File: src/rtl/reg_pipe_if.sv
// Handshake bundle for reg_pipe: upstream valid/ready/data, downstream valid/ready/data, occupancy.
// The flush signal exists only when REG_PIPE_FLUSH_EN is defined.
interface reg_pipe_if #(
   parameter int WIDTH = 8,
   parameter int DEPTH = 3
);
   localparam int CNT_W = $clog2(DEPTH + 1);

   logic             in_valid;
   logic             in_ready;
   logic [WIDTH-1:0] in_data;
   logic             out_valid;
   logic             out_ready;
   logic [WIDTH-1:0] out_data;
   logic [CNT_W-1:0] count;
`ifdef REG_PIPE_FLUSH_EN
   logic             flush;

   modport master (
      output in_valid, in_data, out_ready, flush,
      input  in_ready, out_valid, out_data, count
   );
   modport slave (
      input  in_valid, in_data, out_ready, flush,
      output in_ready, out_valid, out_data, count
   );
`else
   modport master (
      output in_valid, in_data, out_ready,
      input  in_ready, out_valid, out_data, count
   );
   modport slave (
      input  in_valid, in_data, out_ready,
      output in_ready, out_valid, out_data, count
   );
`endif
endinterface

File: src/rtl/reg_pipe.sv
// DEPTH-stage valid/ready register pipe with per-stage backpressure and an occupancy count.
// Optional REG_PIPE_FLUSH_EN adds a synchronous flush that empties every stage.
module reg_pipe #(
   parameter int WIDTH = 8,
   parameter int DEPTH = 3
) (
   input logic      clk,
   input logic      rst,
   reg_pipe_if.slave bus
);
   localparam int CNT_W = $clog2(DEPTH + 1);

   logic [DEPTH-1:0] v_vec;
   logic [WIDTH-1:0] d_vec [DEPTH];
   logic [DEPTH:0]   rdy;
   logic             flush_w;
   logic             accept;
   logic             deliver;
   logic [CNT_W-1:0] count_reg;

`ifdef REG_PIPE_FLUSH_EN
   assign flush_w = bus.flush;
`else
   assign flush_w = 1'b0;
`endif

   // A stage may load when it is empty or its occupant moves on this cycle.
   always_comb begin
      rdy        = '0;
      rdy[DEPTH] = bus.out_ready;
      for (int k = DEPTH - 1; k >= 0; k--) begin
         rdy[k] = !v_vec[k] | rdy[k+1];
      end
   end

   assign bus.in_ready  = rdy[0] & !flush_w;
   assign bus.out_valid = v_vec[DEPTH-1];
   assign bus.out_data  = d_vec[DEPTH-1];
   assign bus.count     = count_reg;

   assign accept  = bus.in_valid & bus.in_ready;
   assign deliver = v_vec[DEPTH-1] & bus.out_ready;

   genvar gi;
   generate
      for (gi = 0; gi < DEPTH; gi++) begin : g_stage
         logic             src_v;
         logic [WIDTH-1:0] src_d;
         logic             v_reg;
         logic [WIDTH-1:0] d_reg;

         if (gi == 0) begin : g_head
            assign src_v = bus.in_valid;
            assign src_d = bus.in_data;
         end else begin : g_body
            assign src_v = v_vec[gi-1];
            assign src_d = d_vec[gi-1];
         end

         // Data only loads with a real word, so bubbles leave d_reg untouched.
         always_ff @(posedge clk or posedge rst) begin
            if (rst) begin
               v_reg <= 1'b0;
               d_reg <= '0;
            end else if (flush_w) begin
               v_reg <= 1'b0;
            end else if (rdy[gi]) begin
               v_reg <= src_v;
               if (src_v) begin
                  d_reg <= src_d;
               end
            end
         end

         assign v_vec[gi] = v_reg;
         assign d_vec[gi] = d_reg;
      end
   endgenerate

   always_ff @(posedge clk or posedge rst) begin
      if (rst) begin
         count_reg <= '0;
      end else if (flush_w) begin
         count_reg <= '0;
      end else if (accept && !deliver) begin
         count_reg <= count_reg + 1'b1;
      end else if (deliver && !accept) begin
         count_reg <= count_reg - 1'b1;
      end
   end

   always @(posedge clk) begin
      if (!rst) begin
         assert (count_reg <= CNT_W'(DEPTH));
         assert (count_reg == CNT_W'($countones(v_vec)));
      end
   end
endmodule

File: src/flat_wrapper.sv
// flat-port wrapper written by rule: the top's interface ports become plain ports
module reg_pipe_flat 
#(
   parameter int WIDTH = 8,
   parameter int DEPTH = 3
)
  (clk, rst, bus_in_valid, bus_in_data, bus_out_ready, bus_in_ready, bus_out_valid, bus_out_data, bus_count);
  reg_pipe_if #(.WIDTH(WIDTH), .DEPTH(DEPTH)) bus_i ();
  input logic clk;
  input logic rst;
  input wire logic [$bits(bus_i.in_valid)-1:0] bus_in_valid;
  input wire logic [$bits(bus_i.in_data)-1:0] bus_in_data;
  input wire logic [$bits(bus_i.out_ready)-1:0] bus_out_ready;
  output wire logic [$bits(bus_i.in_ready)-1:0] bus_in_ready;
  output wire logic [$bits(bus_i.out_valid)-1:0] bus_out_valid;
  output wire logic [$bits(bus_i.out_data)-1:0] bus_out_data;
  output wire logic [$bits(bus_i.count)-1:0] bus_count;
  assign bus_i.in_valid = bus_in_valid;
  assign bus_i.in_data = bus_in_data;
  assign bus_i.out_ready = bus_out_ready;
  assign bus_in_ready = bus_i.in_ready;
  assign bus_out_valid = bus_i.out_valid;
  assign bus_out_data = bus_i.out_data;
  assign bus_count = bus_i.count;
  reg_pipe #(.WIDTH(WIDTH), .DEPTH(DEPTH)) u_core (.clk(clk), .rst(rst), .bus(bus_i));
endmodule
File: config.mk
export PLATFORM = sky130hd
export DESIGN_NAME = reg_pipe_flat
export DESIGN_NICKNAME = d
export VERILOG_FILES = /design/src/rtl/reg_pipe_if.sv /design/src/rtl/reg_pipe.sv /design/src/flat_wrapper.sv
export SDC_FILE = /design/constraint.sdc
export NUM_CORES = 1
export LEC_CHECK = 0
export BUFFER_PORTS_ARGS = -buffer_cell sky130_fd_sc_hd__buf_4
export CORE_ASPECT_RATIO = 1.75
export CORE_MARGIN = 4
export CORE_UTILIZATION = 45
export CTS_BUF_LIST = sky130_fd_sc_hd__clkbuf_4 sky130_fd_sc_hd__clkbuf_8
export CTS_CLUSTER_DIAMETER = 150
export CTS_CLUSTER_SIZE = 24
export DETAILED_ROUTE_END_ITERATION = 10
export GPL_TIMING_DRIVEN = 0
export PLACE_DENSITY = 0.79
export SLEW_MARGIN = 30
export SYNTH_ARGS = -nofsm -noshare
export SYNTH_HDL_FRONTEND = slang
export SYNTH_SLANG_ARGS = --single-unit
File: constraint.sdc
create_clock -name clk -period 2.1 [get_ports clk]
set_clock_uncertainty 0.1 [all_clocks]
set_input_delay 0.21 -clock clk [delete_from_list [all_inputs] [get_ports clk]]
set_output_delay 0.21 -clock clk [all_outputs]
set_load 0.1 [all_outputs]
# Yosys cells after proc, flatten, opt, wreduce, memory -nomap -nowiden
# Index checks and enable logic that the tools add are counted.
[totals] memories=0 register_bits=29 input_bits=12 mem_bits_rw=0 out_inout_bits=12 latch_bits=0 elab_cells=27 romBits=0
[op_classes] n_mul=0 bitwise_logic=5 add_sub_neg=2 order_cmp=0 n_reduce_logical=11 n_eq_ne=0 mux=2 div=0 shift=0
[op_table] operator="$reduce_and 2->1" n=3
[op_table] operator="$logic_not 1->1" n=5
[op_table] operator="$mux 2" n=2
[op_table] operator="$or 1x1->1" n=3
[op_table] operator="$add 2x1->2 const B" n=1
[op_table] operator="$and 1x1->1" n=2
[op_table] operator="$logic_and 1x1->1" n=2
[op_table] operator="$reduce_bool 2->1" n=1
[op_table] operator="$sub 2x1->2 const B" n=1

# Logic depth before layout (Yosys ltp)
[depth] ltp_word=9 mapped_depth=7 depth_no_buf=7

# Least setup slack after synthesis
# No wires, ideal clock.
[synth_path] kind="register to register" startpoint="register u_core.g_stage[2].v_reg, in the netlist u_core.bus.out_valid" endpoint="register u_core.count_reg[1], in the netlist u_core.bus.count[1]" arrival_ns=2.529 required_time_ns=1.839 synth_period_minus_slack_ns=2.790 stages_incl_launch_ff=8 n_path_buf=0 slack_ns=-0.690 setup_time_ns=0.161 path_cell_list="dfrtp_1 -> nand4b_4 -> nand2_4 -> inv_1 -> ha_1 -> xor2_1 -> nor2_1 -> xor2_1"
[synth_via] elab_chain_len=8 elab_cells_between_ends=12 cone_classes="mux (1); bitwise (5); reduce/logical (6)"
[synth_rtl] element="start: declaration" line_no="reg_pipe.sv:49" text="logic v_reg;"
[synth_rtl] element="start signal: assignment" line_no="reg_pipe.sv:68" text="v_reg <= src_v;"
[synth_rtl] element="$logic_not 1->1 (*)" line_no="reg_pipe.sv:32" text="rdy[k] = !v_vec[k] | rdy[k+1];"
[synth_rtl] element="$or 1x1->1 (*) (3 in series)" line_no="reg_pipe.sv:32"
[synth_rtl] element="via bus_in_ready" line_no="flat_wrapper.sv:14" text="output wire logic [$bits(bus_i.in_ready)-1:0] bus_in_ready;"
[synth_rtl] element="$and 1x1->1 (*)" line_no="reg_pipe.sv:41" text="assign accept = bus.in_valid & bus.in_ready;"
[synth_rtl] element="via u_core.accept" line_no="reg_pipe.sv:17" text="logic accept;"
[synth_rtl] element="$logic_not 1->1" line_no="reg_pipe.sv:87" text="end else if (deliver && !accept) begin"
[synth_rtl] element="$logic_and 1x1->1" line_no="reg_pipe.sv:87"
[synth_rtl] element="$reduce_bool 2->1 (no line)"
[synth_rtl] element="end signal: assignment" line_no="reg_pipe.sv:86" text="count_reg <= count_reg + 1'b1;"
[synth_rtl] element="end signal: assignment" line_no="reg_pipe.sv:88" text="count_reg <= count_reg - 1'b1;"
[synth_rtl] element="end: declaration" line_no="reg_pipe.sv:19" text="logic [CNT_W-1:0] count_reg;"
# The timed path passes the listed nets; every way through them passes the cells marked *.
# A chain may end at the register's enable or synchronous reset.

# Worst setup path after layout
[layout_path] startpoint="register u_core.g_stage[0].v_reg" endpoint="register u_core.count_reg[1], in the netlist u_core.bus.count[1]"
[layout_via] elab_chain_len=6 elab_cells_between_ends=8 cone_classes="mux (1); bitwise (2); reduce/logical (5)"
[layout_rtl] element="start: declaration" line_no="reg_pipe.sv:49"
[layout_rtl] element="start signal: assignment" line_no="reg_pipe.sv:68"
[layout_rtl] element="$logic_not 1->1 (*)" line_no="reg_pipe.sv:32"
[layout_rtl] element="$or 1x1->1 (*)" line_no="reg_pipe.sv:32"
[layout_rtl] element="$and 1x1->1 (*)" line_no="reg_pipe.sv:41"
[layout_rtl] element="via u_core.accept" line_no="reg_pipe.sv:17"
[layout_rtl] element="$logic_not 1->1" line_no="reg_pipe.sv:87"
[layout_rtl] element="$logic_and 1x1->1" line_no="reg_pipe.sv:87"
[layout_rtl] element="$reduce_bool 2->1 (no line)"
# Marks and branches as above.

==> qor.yml <==
setup_path:
  r2r-end: "u_core.bus.count[1]"
  crit_arrival_ns: 1.68
  rrSetupSlack_ns: 0.52
  crit_required_ns: 2.20
  worst_setup_path_end_kind: "flip-flop"
  crit_end: "u_core.bus.count[1]"
  crit_type: "reg -> reg"
  rr_startpoint: "u_core.g_stage[0].v_reg"
  r2r_cells: 7
  cp-start-kind: "flip-flop"
  crit_fanout: 9
  startpoint: "u_core.g_stage[0].v_reg"
pwr:
  p_leak_nw: 0.6705
  power_density_mw_per_mm2: 1576
  peakVddDrop_uv: 758.7
synth:
  syn-num-nets: 83
  yosysTopAreaCellShare_pct: 63.88
  synth_area_mm2: 0.001136
  synthCells: 70
  yosysUniqueCellTypes: 14
  ys_warn_count: 0
  syn_area_per_cell_um2: 16.23
  yosysTopAreaCell: "dfrtp_1"
  synth-seq-cells: 29
  yosysSeqAreaShare_pct: 63.88
  yosys-top-cells-area: "dfrtp_1 (64%), mux2_2 (24%), nand4b_4 (2.1%)"
finish:
  fin_nets: 114
  final_common_cell: "dfrtp_1"
  fillCellCount: 190
  fin_util_pct: 61.77
  largest_reg_flops: 16
  drive_above_1_share_pct: 61.76
  most-common-layout-cells: "dfrtp_1 (28), mux2_2 (24), buf_4 (23)"
  num_antenna_cells: 0
  areaGrowthSynthToFinish_pct: 28.30
timing:
  finalCriticalPeriod_ns: 1.581
  finalMaxSlewViolations: 0
  relSlewSlack_pct: 61.11
  rsz0062_at_grt: "false"
  period_share_pct: 75.31
  setup_viol: 0
  hold_viol: 0
  max_freq_mhz: 632.3
  tns_ns: 0
  worst_pin_slew_ns: 0.5826
floorplanning:
  die_h_um: 74.47
  boundaryPins: 24
  start_util_pct: 48.14
  core-area_mm2: 0.002360
  dieWidth_um: 45.98
  rows: 23
  die_area_mm2: 0.003424
placement:
  port_buffers: 23
  gp_congestion: 0.7313
global_route:
  antenna_found_initial: 0
  grt_overflow_total: 0
  grt_pass1_vias: 737
  grt_first_pass_wirelength_um: 3387
  grtUsageTotal_pct: 14.66
  grt_max_degree: 30
flow_run:
  cap_violations: 0
route:
  post_drt_wl_per_cell_um: 15.13
  dr.pass1.iters: 3
  viasPerCell: 5.094
  drc: 0
  ant_nets: 0
  wl_um: 1921
  num_vias: 647
  drt-initial-drc-count: 11
clocking:
  h-tree-depth: 2
  cts_num_sinks: 29
  clock-root-buffer: "clkbuf_8"
  cts_buffers: 5
  cts_tree: "done"
  clock_latency_ns: 0.28
  clk_pin_slew_worst_paths_ns: 0.06
  post_cts_buffers: 0
  clk_path_buf_depth: 2
status:
  status: "finished, final reports clean"
worst_hold_path:
  min_path_type: "in -> reg"
==> stage by stage <==
| stage | power (mW) | area (um^2) | std cells | hold slack, ns | setup WS (ns) |
|---|---|---|---|---|---|
| 6_report | 2.297 | 1458 | 127 | 0.06507 | 0.5185 |
| 2_1_floorplan | 1.632 | 1152 | 70 | 0.1881 | -0.07223 |
| 3_3_place_gp | 1.831 | 1356 | 118 | 0.3327 | 0.5508 |
| 4_1_cts | 2.327 | 1458 | 127 | 0.05681 | 0.4938 |
| 3_5_place_dp | 1.853 | 1356 | 118 | 0.2152 | 0.5312 |
| 5_1_grt | 2.408 | 1458 | 127 | 0.05215 | 0.3585 |
==> kinds of logic (layout without fill, tap and decap cells) <==
group	after synthesis	after routing	share of synthesized area, %
multiplexers	24	24	23.79
adder cells (fa/ha/maj)	1	1	1.101
AND/OR/NAND/NOR	11	11	8.260
XOR/XNOR	3	3	2.313
flip-flops	29	29	63.88
buffers and inverters	2	34	0.6610
==> metal layers <==
| layer | vias up | part of all wire (%) | GRT usage, % | routed length, um |
|---|---|---|---|---|
| met2 | 17 | 53 | 23.16 | 1013 |
| met3 | 6 | 6.8 | 6.538 | 130 |
| li1 | 299 | - | - | - |
| met5 | - | 0 | 0 | 0 |
| met4 | 0 | 2.9 | 8.544 | 55 |
| met1 | 325 | 38 | 15.64 | 722 |
==> report_power, final <==
group	internal [mW]	total, mW	leakage, nW	switching [mW]
Sequential	0.714	0.801	0.335	0.0863
Combinational	0.265	1.03	0.286	0.770
Clock	0.273	0.462	0.0498	0.189
==> cell usage after synthesis, drive strengths merged <==
library cell  number
inv                2
xnor2              1
or2b               1
nand2b             3
xor2               2
ha                 1
nor2               1
nand3b             1
nand4b             1
dfrtp             29
mux2              24
nand2              4
==> worst max-delay path: stages (launching register included) <==
cell	delay, ns
dfrtp_1	0.45
nand4b_4	0.15
nand2_4	0.17
inv_2	0.06
ha_4	0.15
xor2_1	0.15
nor2_1	0.13
xor2_1	0.15
==> how the worst min path moves through the flow <==
stage	start	to	depth (start not counted)
after floorplan	rst	u_core.bus.count[0]	1
after global placement	bus_in_valid	u_core.g_stage[0].v_reg	2
after detailed placement	rst	u_core.bus.out_data[5]	2
after CTS	bus_in_data[5]	u_core.g_stage[0].d_reg[5]	2
after global routing	bus_in_data[4]	u_core.g_stage[0].d_reg[4]	2
final	bus_in_data[5]	u_core.g_stage[0].d_reg[5]	2
==> layout make-up <==
class / instances / area [um^2] / share of cell area, %
sequential: 29 / 729.5 / 50.04
tap: 25 / 31.28 / 2.146
inverter: 2 / 7.507 / 0.5150
timing repair buffer: 24 / 182.7 / 12.53
multi-input combinational: 39 / 415.4 / 28.50
clock buffer: 8 / 91.34 / 6.266
==> repair_timing <==
| action | in CTS | in global routing |
|---|---|---|
| gates resized for setup | 0 | 0 |
| hold endpoints to repair | 29 | 0 |
| hold buffers | 1 | 0 |
| setup endpoints to repair | 0 | 0 |
Power figures use the tool's default switching activity.
